File: src/rtl/acc_pkg.sv
// rtl/acc_pkg.sv - shared widths, FSM state type and helpers for acc_stream_32
//
// Purpose : common definitions for the packet accumulator and its adder.
// Contents: DATA_W (operand/sum width), CNT_W (beat counter width),
//           state_e (IDLE / ACC / OUT) and the packet-closing predicate.

package acc_pkg;

  localparam int DATA_W = 32;
  localparam int CNT_W  = 16;

  typedef enum logic [1:0] {
    IDLE = 2'd0,   // no partial sum held
    ACC  = 2'd1,   // partial sum held, waiting for more beats
    OUT  = 2'd2    // result presented on the m_* side
  } state_e;

  // A beat closes its packet on s_last or when the post-increment count
  // reaches the configured beat limit.
  function automatic logic is_closing(input logic             last,
                                      input logic [CNT_W-1:0] cnt_next,
                                      input logic [CNT_W-1:0] max_cnt);
    return last | (cnt_next == max_cnt);
  endfunction

endpackage

File: src/rtl/brent_kung_adder_32bit.sv
// rtl/brent_kung_adder_32bit.sv - 32-bit Brent-Kung parallel-prefix adder
//
// Purpose : sum = in_op1 + in_op2 + cin, 32-bit result plus carry-out.
// Ports   : in_op1 [31:0] in  first operand
//           in_op2 [31:0] in  second operand
//           cin          in  carry-in
//           sum   [31:0] out sum modulo 2^32
//           cout         out carry-out of bit 31

module brent_kung_adder_32bit
  import acc_pkg::*;
(
  input  logic [DATA_W-1:0] in_op1,
  input  logic [DATA_W-1:0] in_op2,
  input  logic              cin,
  output logic [DATA_W-1:0] sum,
  output logic              cout
);

  logic [DATA_W-1:0] p_bit;  // per-bit propagate, kept for the final XOR
  logic [DATA_W-1:0] gg;     // group generate, becomes prefix carry per bit
  logic [DATA_W-1:0] pp;     // group propagate

  always_comb begin
    p_bit = in_op1 ^ in_op2;
    gg    = in_op1 & in_op2;
    pp    = p_bit;
    // Fold carry-in into bit 0 so the tree yields carries straight out.
    gg[0] = gg[0] | (pp[0] & cin);

    // Up-sweep: build power-of-two spans at positions 2^(l+1)-1 + k*2^(l+1).
    for (int l = 0; l < 5; l++) begin
      for (int i = (2 << l) - 1; i < DATA_W; i += (2 << l)) begin
        gg[i] = gg[i] | (pp[i] & gg[i - (1 << l)]);
        pp[i] = pp[i] & pp[i - (1 << l)];
      end
    end

    // Down-sweep: fill in the remaining positions from the nearest span end.
    for (int l = 3; l >= 0; l--) begin
      for (int i = (3 << l) - 1; i < DATA_W; i += (2 << l)) begin
        gg[i] = gg[i] | (pp[i] & gg[i - (1 << l)]);
        pp[i] = pp[i] & pp[i - (1 << l)];
      end
    end

    // gg[i] now holds the carry out of bit i.
    sum[0] = p_bit[0] ^ cin;
    for (int i = 1; i < DATA_W; i++) begin
      sum[i] = p_bit[i] ^ gg[i - 1];
    end
    cout = gg[DATA_W-1];
  end

endmodule

File: src/rtl/acc_stream_32.sv
// rtl/acc_stream_32.sv - streaming packet accumulator with overflow and beat limit
//
// Purpose : sums the 32-bit beats of each packet and presents one result
//           per packet; packets longer than MAX_BEATS are force-closed.
// Params  : MAX_BEATS  maximum beats per packet (1..65535)
// Ports   : clk            in  clock, rising edge
//           rst_n          in  asynchronous active-low reset
//           s_valid/s_ready    beat handshake (s_ready low in OUT and reset)
//           s_data  [31:0] in  operand beat
//           s_last         in  final beat of the packet
//           m_valid/m_ready    result handshake
//           m_sum   [31:0] out packet sum modulo 2^32
//           m_ovf          out at least one carry-out during the packet
//           m_cnt   [15:0] out beats accumulated
//           m_trunc        out packet closed on MAX_BEATS without s_last

module acc_stream_32 #(
  parameter int MAX_BEATS = 1024
) (
  input  logic        clk,
  input  logic        rst_n,
  input  logic        s_valid,
  output logic        s_ready,
  input  logic [31:0] s_data,
  input  logic        s_last,
  output logic        m_valid,
  input  logic        m_ready,
  output logic [31:0] m_sum,
  output logic        m_ovf,
  output logic [15:0] m_cnt,
  output logic        m_trunc
);

  import acc_pkg::*;

  localparam logic [CNT_W-1:0] MAX_CNT = CNT_W'(MAX_BEATS);

  state_e            state_q, state_d;
  logic [DATA_W-1:0] acc_q, acc_d;
  logic [CNT_W-1:0]  cnt_q, cnt_d;
  logic              ovf_q, ovf_d;
  logic              rdy_en_q, rdy_en_d;
  logic [DATA_W-1:0] m_sum_q, m_sum_d;
  logic              m_ovf_q, m_ovf_d;
  logic [CNT_W-1:0]  m_cnt_q, m_cnt_d;
  logic              m_trunc_q, m_trunc_d;

  logic [DATA_W-1:0] add_sum;
  logic              add_cout;
  logic [CNT_W-1:0]  cnt_inc;
  logic              ovf_base;
  logic              beat_ok;
  logic              closing;

  // acc_q and cnt_q are cleared whenever a packet closes, so in IDLE the
  // adder sees 0 + s_data and the shared path also loads the first beat.
  brent_kung_adder_32bit u_adder (
    .in_op1 (acc_q),
    .in_op2 (s_data),
    .cin    (1'b0),
    .sum    (add_sum),
    .cout   (add_cout)
  );

  assign cnt_inc  = cnt_q + CNT_W'(1);
  assign ovf_base = (state_q == ACC) ? ovf_q : 1'b0;
  assign closing  = is_closing(s_last, cnt_inc, MAX_CNT);

  // rdy_en_q holds s_ready low through reset and until the first edge after it.
  assign s_ready = rdy_en_q & (state_q != OUT);
  assign beat_ok = s_valid & s_ready;

  assign m_valid = (state_q == OUT);
  assign m_sum   = m_sum_q;
  assign m_ovf   = m_ovf_q;
  assign m_cnt   = m_cnt_q;
  assign m_trunc = m_trunc_q;

  always_comb begin
    state_d   = state_q;
    acc_d     = acc_q;
    cnt_d     = cnt_q;
    ovf_d     = ovf_q;
    rdy_en_d  = 1'b1;
    m_sum_d   = m_sum_q;
    m_ovf_d   = m_ovf_q;
    m_cnt_d   = m_cnt_q;
    m_trunc_d = m_trunc_q;

    case (state_q)
      IDLE, ACC: begin
        if (beat_ok) begin
          if (closing) begin
            state_d   = OUT;
            m_sum_d   = add_sum;
            m_ovf_d   = ovf_base | add_cout;
            m_cnt_d   = cnt_inc;
            m_trunc_d = ~s_last;
            acc_d     = '0;
            cnt_d     = '0;
            ovf_d     = 1'b0;
          end else begin
            state_d = ACC;
            acc_d   = add_sum;
            cnt_d   = cnt_inc;
            ovf_d   = ovf_base | add_cout;
          end
        end
      end
      OUT: begin
        if (m_ready) begin
          state_d = IDLE;
        end
      end
      default: begin
        state_d = IDLE;
      end
    endcase
  end

  always_ff @(posedge clk or negedge rst_n) begin
    if (!rst_n) begin
      state_q   <= IDLE;
      acc_q     <= '0;
      cnt_q     <= '0;
      ovf_q     <= 1'b0;
      rdy_en_q  <= 1'b0;
      m_sum_q   <= '0;
      m_ovf_q   <= 1'b0;
      m_cnt_q   <= '0;
      m_trunc_q <= 1'b0;
    end else begin
      state_q   <= state_d;
      acc_q     <= acc_d;
      cnt_q     <= cnt_d;
      ovf_q     <= ovf_d;
      rdy_en_q  <= rdy_en_d;
      m_sum_q   <= m_sum_d;
      m_ovf_q   <= m_ovf_d;
      m_cnt_q   <= m_cnt_d;
      m_trunc_q <= m_trunc_d;
    end
  end

endmodule
File: config.mk
export PLATFORM = sky130hd
export DESIGN_NAME = acc_stream_32
export DESIGN_NICKNAME = d
export VERILOG_FILES = /design/src/rtl/acc_pkg.sv /design/src/rtl/brent_kung_adder_32bit.sv /design/src/rtl/acc_stream_32.sv
export SDC_FILE = /design/constraint.sdc
export NUM_CORES = 1
export LEC_CHECK = 0
export ABC_AREA = 1
export CORE_MARGIN = 8
export CORE_UTILIZATION = 45
export CTS_CLUSTER_DIAMETER = 200
export DETAILED_ROUTE_END_ITERATION = 12
export PLACE_DENSITY = 0.68
export SYNTH_ARGS = -nofsm -noshare
export SYNTH_HDL_FRONTEND = slang
export SYNTH_HIERARCHICAL = 1
export SYNTH_SLANG_ARGS = --single-unit
File: constraint.sdc
create_clock -name clk -period 2.9 [get_ports clk]
set_input_delay 0.29 -clock clk [delete_from_list [all_inputs] [get_ports clk]]
set_output_delay 0.29 -clock clk [all_outputs]
set_load 0.005 [all_outputs]
==> results.json <==
{
  "yosys-top-cells-count": "nand2_1 (263), dfrtp_1 (102), inv_1 (63), nand3_1 (55), nand4_1 (38)",
  "grt_overflow": 0,
  "grt_pass1_vias": 5326,
  "setup_viol": 0,
  "wire_per_inst_um": 15.1,
  "cp.arrival_ns": 2.98,
  "fin_tns_setup_ns": 0,
  "reg2reg_to": "acc_q[30]",
  "clk_path_buf_depth": 2,
  "ant_nets": 0,
  "ys_types": 34,
  "synth_seq_cells": 102,
  "min_period_over_period": 0.942,
  "hold_path.class": "flip-flop to flip-flop",
  "fmaxAchievable_mhz": 366,
  "start_kind": "flip-flop",
  "cts_htree_levels": 3,
  "finalHoldViolCount": 0,
  "vias_per_cell": 5.17,
  "grt_pass1_wl_mm": 25.9,
  "grt_max_degree": 114,
  "relSlewSlack": 0.571,
  "async_reset_ff_frac": 1.00,
  "p_switching_mw": 2.30,
  "wirelength_mm": 15.0,
  "syn_area_um2": 5990,
  "yosys_warnings": 6,
  "drt_iter0_drc": 367,
  "yosysSeqAreaShare": 0.426,
  "antenna_found_initial": 0,
  "cp_max_fo": 3,
  "die_area_um2": 17300,
  "dpl.cell_count": 973,
  "design_area_um2": 7400,
  "netlist_instances": 728,
  "final.fill_count": 1184,
  "final_layout_size_suffix_gt1_frac": 0.0945,
  "place_ws_ns": -0.367,
  "port-buffer-count": 88,
  "vdd_drop_max_mv": 0.449,
  "cp_common_cell": "nand2_2",
  "yosys.area.top_type": "dfrtp_1",
  "firstDrtPassIters": 4,
  "multi_input_area_um2": 3060,
  "clkPwrFrac": 0.186,
  "ff2ff_path_depth": 19,
  "core_area_um2": 13100,
  "io_pins": 89,
  "max_stage_delay_ns": 0.45,
  "min_from": "m_sum[7]",
  "yosysTopAreaCellShare": 0.426,
  "cp.depth": 19,
  "worst_slew_pin_slew_ns": 0.644,
  "fin_worst_skew_ns": 0.0120,
  "synth.most_common_cell": "nand2_1",
  "cp_top_family": "adder cells",
  "worstSkewPairLatency_ns": 0.36,
  "path_class": "flip-flop to flip-flop",
  "maxCapViolCount": 0,
  "switching_share": 0.373,
  "rsz0062_at_grt": "no",
  "worst_ep_required_time_ns": 3.15,
  "comb_power_share": 0.448,
  "gp_congestion": 0.877,
  "cp_cell_sequence": "inv_1 -> fa_2 -> fa_2 -> inv_2 -> nand2_1 -> nand2_2 -> nand3_2 -> nand2_2 -> nand2_2 -> nand2_4 -> nand2_2 -> nand2_2 -> nand2_2 -> nand2_4 -> nand2_1 -> nand2_1 -> fa_1 -> nand4_1 -> nand2_1",
  "synth_area_leaders": "dfrtp_1 (43%), nand2_1 (16%), ha_1 (6.7%)",
  "nets": 896,
  "seqPwrFrac": 0.365,
  "syn_area_per_cell_um2": 8.23,
  "dpl.hpwl_mm": 10.4,
  "regArea_um2": 2550,
  "syn2layout_area_growth_pct": 23.4,
  "rows": 42,
  "r2r-start": "acc_q[0]",
  "synth_ff_type": "dfrtp_1",
  "r2r_setup_slack_ns": 0.17,
  "start_util": 0.456,
  "dieWidth_um": 131,
  "cts.sinks": 102,
  "crit_path_end_kind": "flip-flop",
  "holdPathStages": 2,
  "fin_cells": 991,
  "cts_tree": "done",
  "drc": 0,
  "p_leak_nw": 3.74,
  "vias": 5124,
  "post_dp_cell_area_um2": 7080,
  "layout_setup_ws_ns": 0.168,
  "die_h_um": 131,
  "whs_endpoint": "m_sum[7]",
  "outcome": "finished, final reports clean",
  "gr-usage-all-layers": 0.178,
  "p_int_mw": 3.87,
  "crit_buf_inv": 2,
  "powerDensity_nw_per_um2": 835,
  "clkSlewWorstSetupHoldPaths_ns": 0.07,
  "cts-root-buf": "clkbuf_16",
  "diodes": 0,
  "cp_slowest_cell": "fa_1",
  "fin_crit_ns": 2.73,
  "drv_slew": 0,
  "synth_edf_count": 0,
  "synth.net_count": 814,
  "cts_buffers": 9
}
-- metal layers --
| metal | vias to the layer above | routed length, um | global-route usage |
|---|---|---|---|
| met2 | 113 | 7630 | 0.311 |
| met4 | 0 | 184 | 0.0645 |
| met3 | 14 | 712 | 0.0297 |
| met1 | 2485 | 6440 | 0.217 |
| met5 | - | 0 | 0 |
| li1 | 2512 | - | - |
-- registers in the layout, indices dropped and copies added (netlist names) --
| register | flops |
|---|---|
| state_q | 2 |
| ovf_q | 1 |
| rdy_en_q | 1 |
| acc_q | 32 |
| cnt_q | 16 |
| m_ovf | 1 |
| m_sum | 32 |
| m_trunc | 1 |
| m_cnt | 16 |
-- logic make-up after synthesis --
kind of cell / synth area share
compound gates: 0.0453
xor+xnor: 0.0261
fa+ha+maj: 0.124
buf+inv: 0.0695
flops: 0.426
other cells: 0.00125
simple gates: 0.308
-- placed cells by master (no fill, tap or decap), types with 3 or more instances in the layout --
| master | n |
|---|---|
| a21oi_1 | 10 |
| a31o_2 | 3 |
| buf_12 | 3 |
| buf_4 | 13 |
| clkbuf_16 | 9 |
| clkdlybuf4s50_1 | 86 |
| clkinv_2 | 4 |
| dfrtp_1 | 102 |
| fa_1 | 15 |
| ha_1 | 32 |
| inv_1 | 61 |
| inv_2 | 5 |
| nand2_1 | 262 |
| nand2_2 | 10 |
| nand3_1 | 54 |
| nand3_2 | 14 |
| nand4_1 | 38 |
| nor2_1 | 26 |
| nor2_2 | 6 |
| o21ai_0 | 6 |
| o21ai_1 | 4 |
| o22ai_1 | 13 |
| xnor2_1 | 5 |
| xor2_1 | 11 |
-- power by group through the flow --
stage | logic (mW) | registers, mW | clock network (mW)
after floorplan | 1.64 | 2.24 | 0
after global placement | 2.64 | 2.25 | 0
after detailed placement | 2.75 | 2.28 | 0
after CTS | 2.77 | 2.26 | 1.18
after global routing | 3.14 | 2.33 | 1.24
final | 2.77 | 2.26 | 1.15
-- layout make-up --
class | count | area share
Multi-Input combinational cell | 526 | 0.413
Tap cell | 176 | 0.0298
Clock inverter | 6 | 0.00507
Inverter | 67 | 0.0340
Timing Repair Buffer | 104 | 0.141
Clock buffer | 10 | 0.0323
Sequential cell | 102 | 0.345
-- tightest hold or removal path, stage by stage (launching register included) --
cell	delay [ns]
dfrtp_1	0.34
nand2_1	0.05
nand2_1	0.05
-- metrics by stage --
stage / hold WS [ns] / power, mW / util
6_report: 0.471 / 6.18 / 0.563
5_1_grt: 0.497 / 6.71 / 0.563
4_1_cts: 0.475 / 6.21 / 0.561
3_5_place_dp: 0.356 / 5.02 / 0.539
3_3_place_gp: 0.351 / 4.89 / 0.539
2_1_floorplan: -0.00559 / 3.88 / -
-- how the worst max path moves through the flow --
stage / from / endpoint / slack [ns]
2_1_floorplan: acc_q[0] / acc_q[30] / 0.23
3_3_place_gp: s_data[0] / acc_q[30] / -0.28
3_5_place_dp: s_data[0] / acc_q[30] / -0.37
4_1_cts: s_data[0] / acc_q[30] / 0.001
5_1_grt: acc_q[0] / acc_q[30] / 0.003
6_report: acc_q[0] / acc_q[30] / 0.17
-- what timing repair did --
action                                 CTS  global route
setup buffers                            0             1
resized for setup                        0             9
endpoints found under the hold margin   46             0
hold buffers                             1             0
setup endpoints to repair                0            32
(Power assumes the default switching activity.)
